$ cat src/rtl/fetch_pc_unit.sv
// fetch_pc_unit: instruction-fetch PC sequencer with a single outstanding
// memory request, a one-entry output buffer toward ID, and a one-entry
// capture slot for a response that arrives while that buffer is still full.
// Control flow redirects from ID take priority over everything else.
// Optional feature: define FETCH_MISALIGN_TRAP_EN to trap odd redirect
// targets to TRAP_VEC and report them on misalign_o/misalign_addr_o;
// without it, bit 0 of the target is cleared and the redirect proceeds.
module fetch_pc_unit #(
  parameter logic [31:0] RESET_PC = 32'h0000_0000,
  parameter logic [31:0] TRAP_VEC = 32'h0000_0100
) (
  input  logic        clk_i,
  input  logic        rst_i,
  input  logic        id_valid_i,
  input  logic        branch_i,
  input  logic        jump_i,
  input  logic [31:0] brj_pc_i,
  output logic        imem_req_o,
  output logic [31:0] imem_addr_o,
  input  logic        imem_gnt_i,
  input  logic        imem_rvalid_i,
  input  logic [31:0] imem_rdata_i,
  output logic        instr_valid_o,
  output logic [31:0] instr_o,
  output logic [31:0] instr_pc_o,
  input  logic        instr_ready_i,
  output logic        flush_o,
  output logic        misalign_o,
  output logic [31:0] misalign_addr_o
);

  typedef enum logic [1:0] {
    BOOT = 2'd0,
    REQ  = 2'd1,
    RESP = 2'd2
  } state_t;

  state_t      state;
  logic [31:0] pc_q;
  logic        kill_q;

  // Response captured while the output buffer was still occupied
  logic        pend_valid;
  logic [31:0] pend_instr;
  logic [31:0] pend_pc;

  logic        redirect;
  logic        consume;
  logic [31:0] target;
  logic [31:0] seq_step;

  assign redirect = id_valid_i & (branch_i | jump_i);
  assign consume  = instr_valid_o & instr_ready_i;

  // Compressed encodings have low bits other than 2'b11
  assign seq_step = (imem_rdata_i[1:0] != 2'b11) ? 32'd2 : 32'd4;

  assign imem_req_o  = (state == REQ);
  assign imem_addr_o = (state == REQ) ? pc_q : 32'h0000_0000;
  assign flush_o     = redirect & ~rst_i;

`ifdef FETCH_MISALIGN_TRAP_EN
  logic misaligned;

  assign misaligned = brj_pc_i[0];
  assign target     = misaligned ? TRAP_VEC : brj_pc_i;

  // One-cycle misalignment report; the address holds until the next trap
  always_ff @(posedge clk_i or posedge rst_i) begin
    if (rst_i) begin
      misalign_o      <= 1'b0;
      misalign_addr_o <= 32'h0000_0000;
    end else begin
      misalign_o <= redirect & misaligned;
      if (redirect & misaligned) begin
        misalign_addr_o <= brj_pc_i;
      end
    end
  end
`else
  logic unused_cfg;

  assign target          = {brj_pc_i[31:1], 1'b0};
  assign misalign_o      = 1'b0;
  assign misalign_addr_o = 32'h0000_0000;
  assign unused_cfg      = ^{TRAP_VEC, brj_pc_i[0]};
`endif

  // Fetch FSM, PC, kill flag, output buffer and capture slot
  always_ff @(posedge clk_i or posedge rst_i) begin
    if (rst_i) begin
      state         <= BOOT;
      pc_q          <= RESET_PC;
      kill_q        <= 1'b0;
      instr_valid_o <= 1'b0;
      instr_o       <= 32'h0000_0000;
      instr_pc_o    <= 32'h0000_0000;
      pend_valid    <= 1'b0;
      pend_instr    <= 32'h0000_0000;
      pend_pc       <= 32'h0000_0000;
    end else if (redirect) begin
      // Redirect wins over capture and consumption: drop everything buffered
      pc_q          <= target;
      instr_valid_o <= 1'b0;
      pend_valid    <= 1'b0;
      case (state)
        BOOT: state <= REQ;
        REQ: begin
          // A request accepted this cycle now fetches a stale address
          if (imem_gnt_i) begin
            state  <= RESP;
            kill_q <= 1'b1;
          end
        end
        RESP: begin
          // Nothing left in flight once the response is here or was captured
          if (imem_rvalid_i || pend_valid) begin
            state  <= REQ;
            kill_q <= 1'b0;
          end else begin
            kill_q <= 1'b1;
          end
        end
        default: state <= BOOT;
      endcase
    end else begin
      if (consume) begin
        instr_valid_o <= 1'b0;
      end
      case (state)
        BOOT: state <= REQ;
        REQ: begin
          if (imem_gnt_i) begin
            state <= RESP;
          end
        end
        RESP: begin
          if (pend_valid) begin
            // Waiting for ID to drain the buffer before moving the capture in
            if (consume) begin
              instr_valid_o <= 1'b1;
              instr_o       <= pend_instr;
              instr_pc_o    <= pend_pc;
              pend_valid    <= 1'b0;
              state         <= REQ;
            end
          end else if (imem_rvalid_i) begin
            if (kill_q) begin
              kill_q <= 1'b0;
              state  <= REQ;
            end else begin
              pc_q <= pc_q + seq_step;
              if (!instr_valid_o || consume) begin
                instr_valid_o <= 1'b1;
                instr_o       <= imem_rdata_i;
                instr_pc_o    <= pc_q;
                state         <= REQ;
              end else begin
                pend_valid <= 1'b1;
                pend_instr <= imem_rdata_i;
                pend_pc    <= pc_q;
              end
            end
          end
        end
        default: state <= BOOT;
      endcase
    end
  end

endmodule

$ cat config.mk
export PLATFORM = sky130hd
export DESIGN_NAME = fetch_pc_unit
export DESIGN_NICKNAME = d
export VERILOG_FILES = /design/src/rtl/fetch_pc_unit.sv
export SDC_FILE = /design/constraint.sdc
export NUM_CORES = 1
export LEC_CHECK = 0
export ABC_AREA = 1
export CORE_UTILIZATION = 30
export DETAILED_ROUTE_END_ITERATION = 16
export PLACE_DENSITY = 0.53
export RECOVER_POWER = 25
export SLEW_MARGIN = 20
export SYNTH_ARGS = -nofsm -noshare
export SYNTH_HDL_FRONTEND = slang
export SYNTH_SLANG_ARGS = --single-unit
$ cat constraint.sdc
create_clock -name clk_i -period 7.1 [get_ports clk_i]
set_input_delay 1.42 -clock clk_i [delete_from_list [all_inputs] [get_ports clk_i]]
set_output_delay 1.42 -clock clk_i [all_outputs]
set_load 0.02 [all_outputs]
# --- After elaboration in Yosys (flattened, before gate mapping) ---
# Index checks and enable logic that the tools add are counted.
totals:
  out_inout_bits: 132
  input_bits: 72
  register_bits: 165
  elab_cells: 94
classes:
  n_bitwise: 9
  n_mux: 49
  add_sub_neg: 1
  n_eq_ne: 12
  n_reduce_logical: 14
op_table:
  columns: ["operator", "n"]
  rows:
  - ["$mux W32", 16]
  - ["$add A32 B3 Y32", 1]
  - ["$mux W1", 21]
  - ["$mux W2", 8]
  - ["$pmux W2 S3", 2]
  - ["$reduce_and A6 Y1", 2]
  - ["$reduce_bool A2 Y1", 5]
  - ["$ne A2 B1 Y1 const B", 4]
  - ["$ne A4 B4 Y1 const B", 2]
  - ["$reduce_and A4 Y1", 2]
  - ["$ne A3 B3 Y1 const B", 2]
  - ["$ne A5 B5 Y1 const B", 1]
  - ["$not A1 Y1", 5]
  - ["$reduce_and A5 Y1", 1]
  - ["$and A1 B1 Y1", 3]
  - ["$mux W3", 1]
  - ["$eq A2 B1 Y1 const B", 1]
  - ["$eq A2 B2 Y1 const B", 1]
  - ["$logic_not A2 Y1", 1]
  - ["$logic_or A1 B1 Y1", 2]
  - ["$ne A2 B2 Y1 const B", 1]
  - ["$pmux W1 S2", 1]
  - ["$logic_not A1 Y1", 1]
  - ["$or A1 B1 Y1", 1]

# --- Longest topological paths before layout ---
logic_depth:
  word_depth: 8
  depth_mapped: 12
  mapped_depth_nobuf: 12

# --- Least setup slack after synthesis ---
# No wires, ideal clock.
synth_timing:
  path_type: "input to output"
  start: "input port jump_i"
  end: "output port flush_o"
  path_buffers: 1
  setup_slack_ns: 3.614
  required_time_ns: 5.680
  arrival_time_ns: 2.066
  cell_stages: 3
  path_cell_list: "o21ai_4 > clkbuf_1 > nor2_1"
synth_via:
  elab_chain_cells: 3
synth_lines:
  columns: ["element", "line", "rtl"]
  rows:
  - ["start: declaration", "16", "input logic jump_i,"]
  - ["$or A1 B1 Y1", "52", "assign redirect = id_valid_i & (branch_i | jump_i);"]
  - ["$and A1 B1 Y1", "52", null]
  - ["$and A1 B1 Y1", "60", "assign flush_o = redirect & ~rst_i;"]
  - ["end: declaration", "27", "output logic flush_o,"]
# No other way between the ends.

==> impl.org <==
** Status
- Run status :: complete, but fails checks
- Violated checks :: max-capacitance violations, max-slew violations

** Power
- Proportion of total power due to net switching :: a little under two fifths
- Part of the total power dissipated in sequential elements :: about 36%
- The clock network is responsible for 25.9% of the overall power.
- Switching Power :: 1.38 mW
- Cell-internal power :: ~2.3 mW
- Total leakage power :: 5.28 nW
- Gate power share :: between 30% and 40%
- Across the VDD grid, the largest voltage drop is about 0.15 mV.
- Dividing total power by cell area gives a power density of approximately 340 nW/um2.

** Worst setup path
- Arrival time reported for the critical path endpoint :: ~5200 ps
- Startpoint kind of the worst setup timing path :: primary input
- STA classifies the critical path endpoint as an asynchronous set/reset pin.
- Along the worst path, the maximum fanout reaches 80.
- Cell class contributing the biggest share of worst-path delay :: buffers and inverters
- Chain of cells forming the critical path :: dlygate4sd3_1 -> clkinvlp_2 -> clkbuf_2
- For this design, the slowest cell found on the critical path is sky130_fd_sc_hd__clkinvlp_2.
- Worst reg2reg path depth :: 6
- Largest stage delay on the critical path :: approximately 2100 ps
- The critical path contains buffers and inverters numbering 3 combined.
- Logic depth of the worst path, buffers included :: 3
- Critical path required time :: roughly 7500 ps
- Setup CP Type :: primary input to asynchronous set/reset pin

** Die
- From left edge to right edge, the die measures approximately 170 um.
- Core Rows :: about 60
- The initial utilization of the core area, before any placement, comes to between 30% and 40%.
- In this run the standard cell core region covers ~28,000 um2.
- The floorplan step set the die height to roughly 170 um.
- Number of top-level pins :: between 200 and 250
- Area enclosed by the die boundary :: 28,900 um2

** Routing
- The detailed router placed about 7,200 vias in this run.
- Mean number of vias per cell :: roughly 4.4
- In this run, the number of DRC markers left after iteration 0 of detailed routing was between 400 and 500.
- The detail route stage leaves a number of antenna-violating nets equal to 0.
- After detailed routing, the total wire length is 22,400 um.
- Number of DRC violations after detailed routing :: 0
- Before antenna repair, the detailed router went through 5 iterations.
- Wirelength per Cell :: approximately 14 um

** Timing
- Number of pins exceeding their max-slew limit in the final report :: around 80
- Minimum hold slack :: between 400 and 500 ps
- Hold Fails Final Rpt :: 0
- The worst pin sits at a relative slew slack of -153%.
- At the pin with the least slew margin, the transition time is 3770 ps.
- In the final timing run, aggregate negative setup slack is 0 ps.
- Setup violations remaining at the end of the flow were counted as 0.
- Clock skew after layout :: 12.1 ps
- Based on the critical path, the design can be clocked at up to 207 MHz.
- Unrepaired setup endpoints after global routing :: false
- Portion of the clock cycle consumed by the worst path in the final layout :: between 60% and 70%
- After layout, the minimum clock period comes to 4830 ps.

** Clocking
- Worst-path clk slew :: about 60 ps
- Clock tree sinks :: between 150 and 200
- Setup repair bufs after CTS :: 0
- The tree is rooted in a sky130_fd_sc_hd__clkbuf_16.
- Worst skew pair latency :: 420 ps
- Bufs on Longest Clock Path :: 2
- After clock tree synthesis, the flow added hold-fix buffers numbering 0.
- # H-tree levels :: 4
- CTS tree :: done
- Post-CTS resize count :: 0
- TritonCTS buffer count :: 17

** Logic synthesis
- In this run, distinct cell masters in the synthesized netlist total 37.
- Avg Synthesized Cell Area :: 7.53 um2
- Share of synthesized area occupied by flip-flops and latches :: between 40 and 50%
- Summing every instance area after synthesis gives 8450 um2.
- Post-Syn Instances :: between 1,000 and 1,500
- In this run, synthesis produced a sequential element count of ~160.
- During synthesis, Yosys emitted a total of 0 warnings.

** Placed design
- Once detailed placement completed, the half-perimeter wirelength came to about 16,000 um.
- Count of input and output buffers :: about 170
- The congestion estimate from routability-driven global placement came to ~0.85.

** Finish
- In the final layout, the share of cells above drive strength 1 is under 10%.
- The library cells used most frequently in the layout, excluding fill and tap cells, are sky130_fd_sc_hd__nand2_1 (385), sky130_fd_sc_hd__clkdlybuf4s50_1 (162), sky130_fd_sc_hd__dfrtp_1 (162).
- For this run, the post-layout net count is around 1,300.
- Compared with the post-synthesis result, the final layout area differs by 28.3%.
- The repair_antennas step left the layout with diodes totalling 0.
- The library cell used most frequently in the layout, excluding fill and tap cells, is sky130_fd_sc_hd__nand2_1.

** Worst hold path
- The worst hold path passes through 2 cells.
- Min-Delay Path Class :: register to register

** GRT
- Sum of overflow across all layers after global routing :: 0
- In the global route stage, overall resource usage came out at 16.2%.
- The first global-routing pass estimated about 36,000 um of wire.
- The number of global-route vias before repair was between 6,000 and 7,000.
- The initial antenna violation count is 0.
- Largest net degree at the start of global routing :: 95

** Job
- Total of max-cap violations :: 1
## layout make-up
cell class                      instances  area (um2)
Clock buffer                           18         439
Clock inverter                         14         175
Fill cell                            2972       16900
Inverter                              128         483
Multi-Input combinational cell        780        3500
Sequential cell                       162        4050
Tap cell                              378         473
Timing Repair Buffer                  173        1710
## cells in the mapped netlist, drive strengths merged
| cell | count | area [um2] |
|---|---|---|
| and2 | 1 | 6.26 |
| clkbuf | 30 | 113 |
| o311ai | 1 | 8.76 |
| dfrtp | 162 | 4050 |
| nand2 | 389 | 1470 |
| a31oi | 1 | 6.26 |
| o21ai | 221 | 1120 |
| o22ai | 3 | 18.8 |
| o21bai | 6 | 45.0 |
| a21oi | 7 | 38.8 |
| o211ai | 2 | 15.0 |
| buf | 57 | 430 |
| xnor2 | 1 | 8.76 |
| inv | 128 | 480 |
| nor2 | 60 | 243 |
| nand3 | 34 | 195 |
| fa | 1 | 20.0 |
| nand4 | 3 | 18.8 |
| nor3 | 2 | 21.3 |
| ha | 6 | 75.1 |
| nand3b | 1 | 7.51 |
| xor2 | 4 | 35.0 |
| conb | 1 | 3.75 |
| o221ai | 2 | 17.5 |
## layer usage
metal  track usage, %  wire, um
met3             3.16       963
met2             24.7      9630
met1             23.2     11500
met4             4.15       278
met5                0         0
## path summary, 6_finish.rpt
path	start	end	slack (ps)
worst min register to register	instr_o[10]$_DFFE_PP0P_	instr_o[10]$_DFFE_PP0P_	480
worst max-delay path	rst_i	instr_pc_o[16]$_DFFE_PP0P_	2270
min in group asynchronous	rst_i	pc_q[4]$_DFFE_PP0N_	2600
worst max register to register	pend_valid$_DFFE_PP0P_	instr_o[12]$_DFFE_PP0P_	4330
max in group clk_i	jump_i	flush_o	2750
worst min-delay path	instr_o[10]$_DFFE_PP0P_	instr_o[10]$_DFFE_PP0P_	480
## state kept, by name, indices dropped and copies added (netlist names)
| signal | cells |
|---|---|
| instr_o | 32 |
| instr_pc_o | 31 |
| instr_valid_o | 1 |
| kill_q | 1 |
| pc_q | 31 |
| pend_instr | 32 |
| pend_pc | 31 |
| pend_valid | 1 |
| state | 2 |
## per-stage QoR
| step | util (%) | worst slack [ps] | instance area [um2] | power (mW) | cells |
|---|---|---|---|---|---|
| 2_1_floorplan | - | 1300 | 8580 | 2.13 | 1157 |
| 3_3_place_gp | 36.8 | 2700 | 10200 | 2.78 | 1621 |
| 3_5_place_dp | 36.8 | 2680 | 10200 | 2.80 | 1621 |
| 4_1_cts | 39.0 | 2730 | 10800 | 3.78 | 1653 |
| 5_1_grt | 39.0 | 1460 | 10800 | 3.97 | 1653 |
| 6_report | 39.0 | 2270 | 10800 | 3.72 | 1653 |
## power groups by stage
stage	clock (mW)	sequential, mW	combinational, mW
after floorplan	0	1.53	0.601
final	0.966	1.35	1.41
after CTS	0.995	1.36	1.43
after global routing	1.03	1.39	1.56
after detailed placement	0	1.37	1.43
after global placement	0	1.37	1.41
## logic make-up after synthesis
| kind of cell | Yosys count | share of synthesized area (%) |
|---|---|---|
| adder cells (fa/ha/maj) | 7 | 1.12 |
| XOR/XNOR | 5 | 0.518 |
| AND/OR/NAND/NOR | 490 | 23.2 |
| AO/OA/AOI/OAI | 243 | 15.0 |
| other | 1 | 0.0444 |
| flip-flops | 162 | 48.0 |
| buffers and inverters | 215 | 12.1 |
## tightest hold or removal path: cells and delay by family (launching register included)
family | cells | cell delay (ps)
AND/OR/NAND/NOR | 1 | 50
flip-flops | 1 | 340
AO/OA/AOI/OAI | 1 | 60
Power figures use the tool's default switching activity.
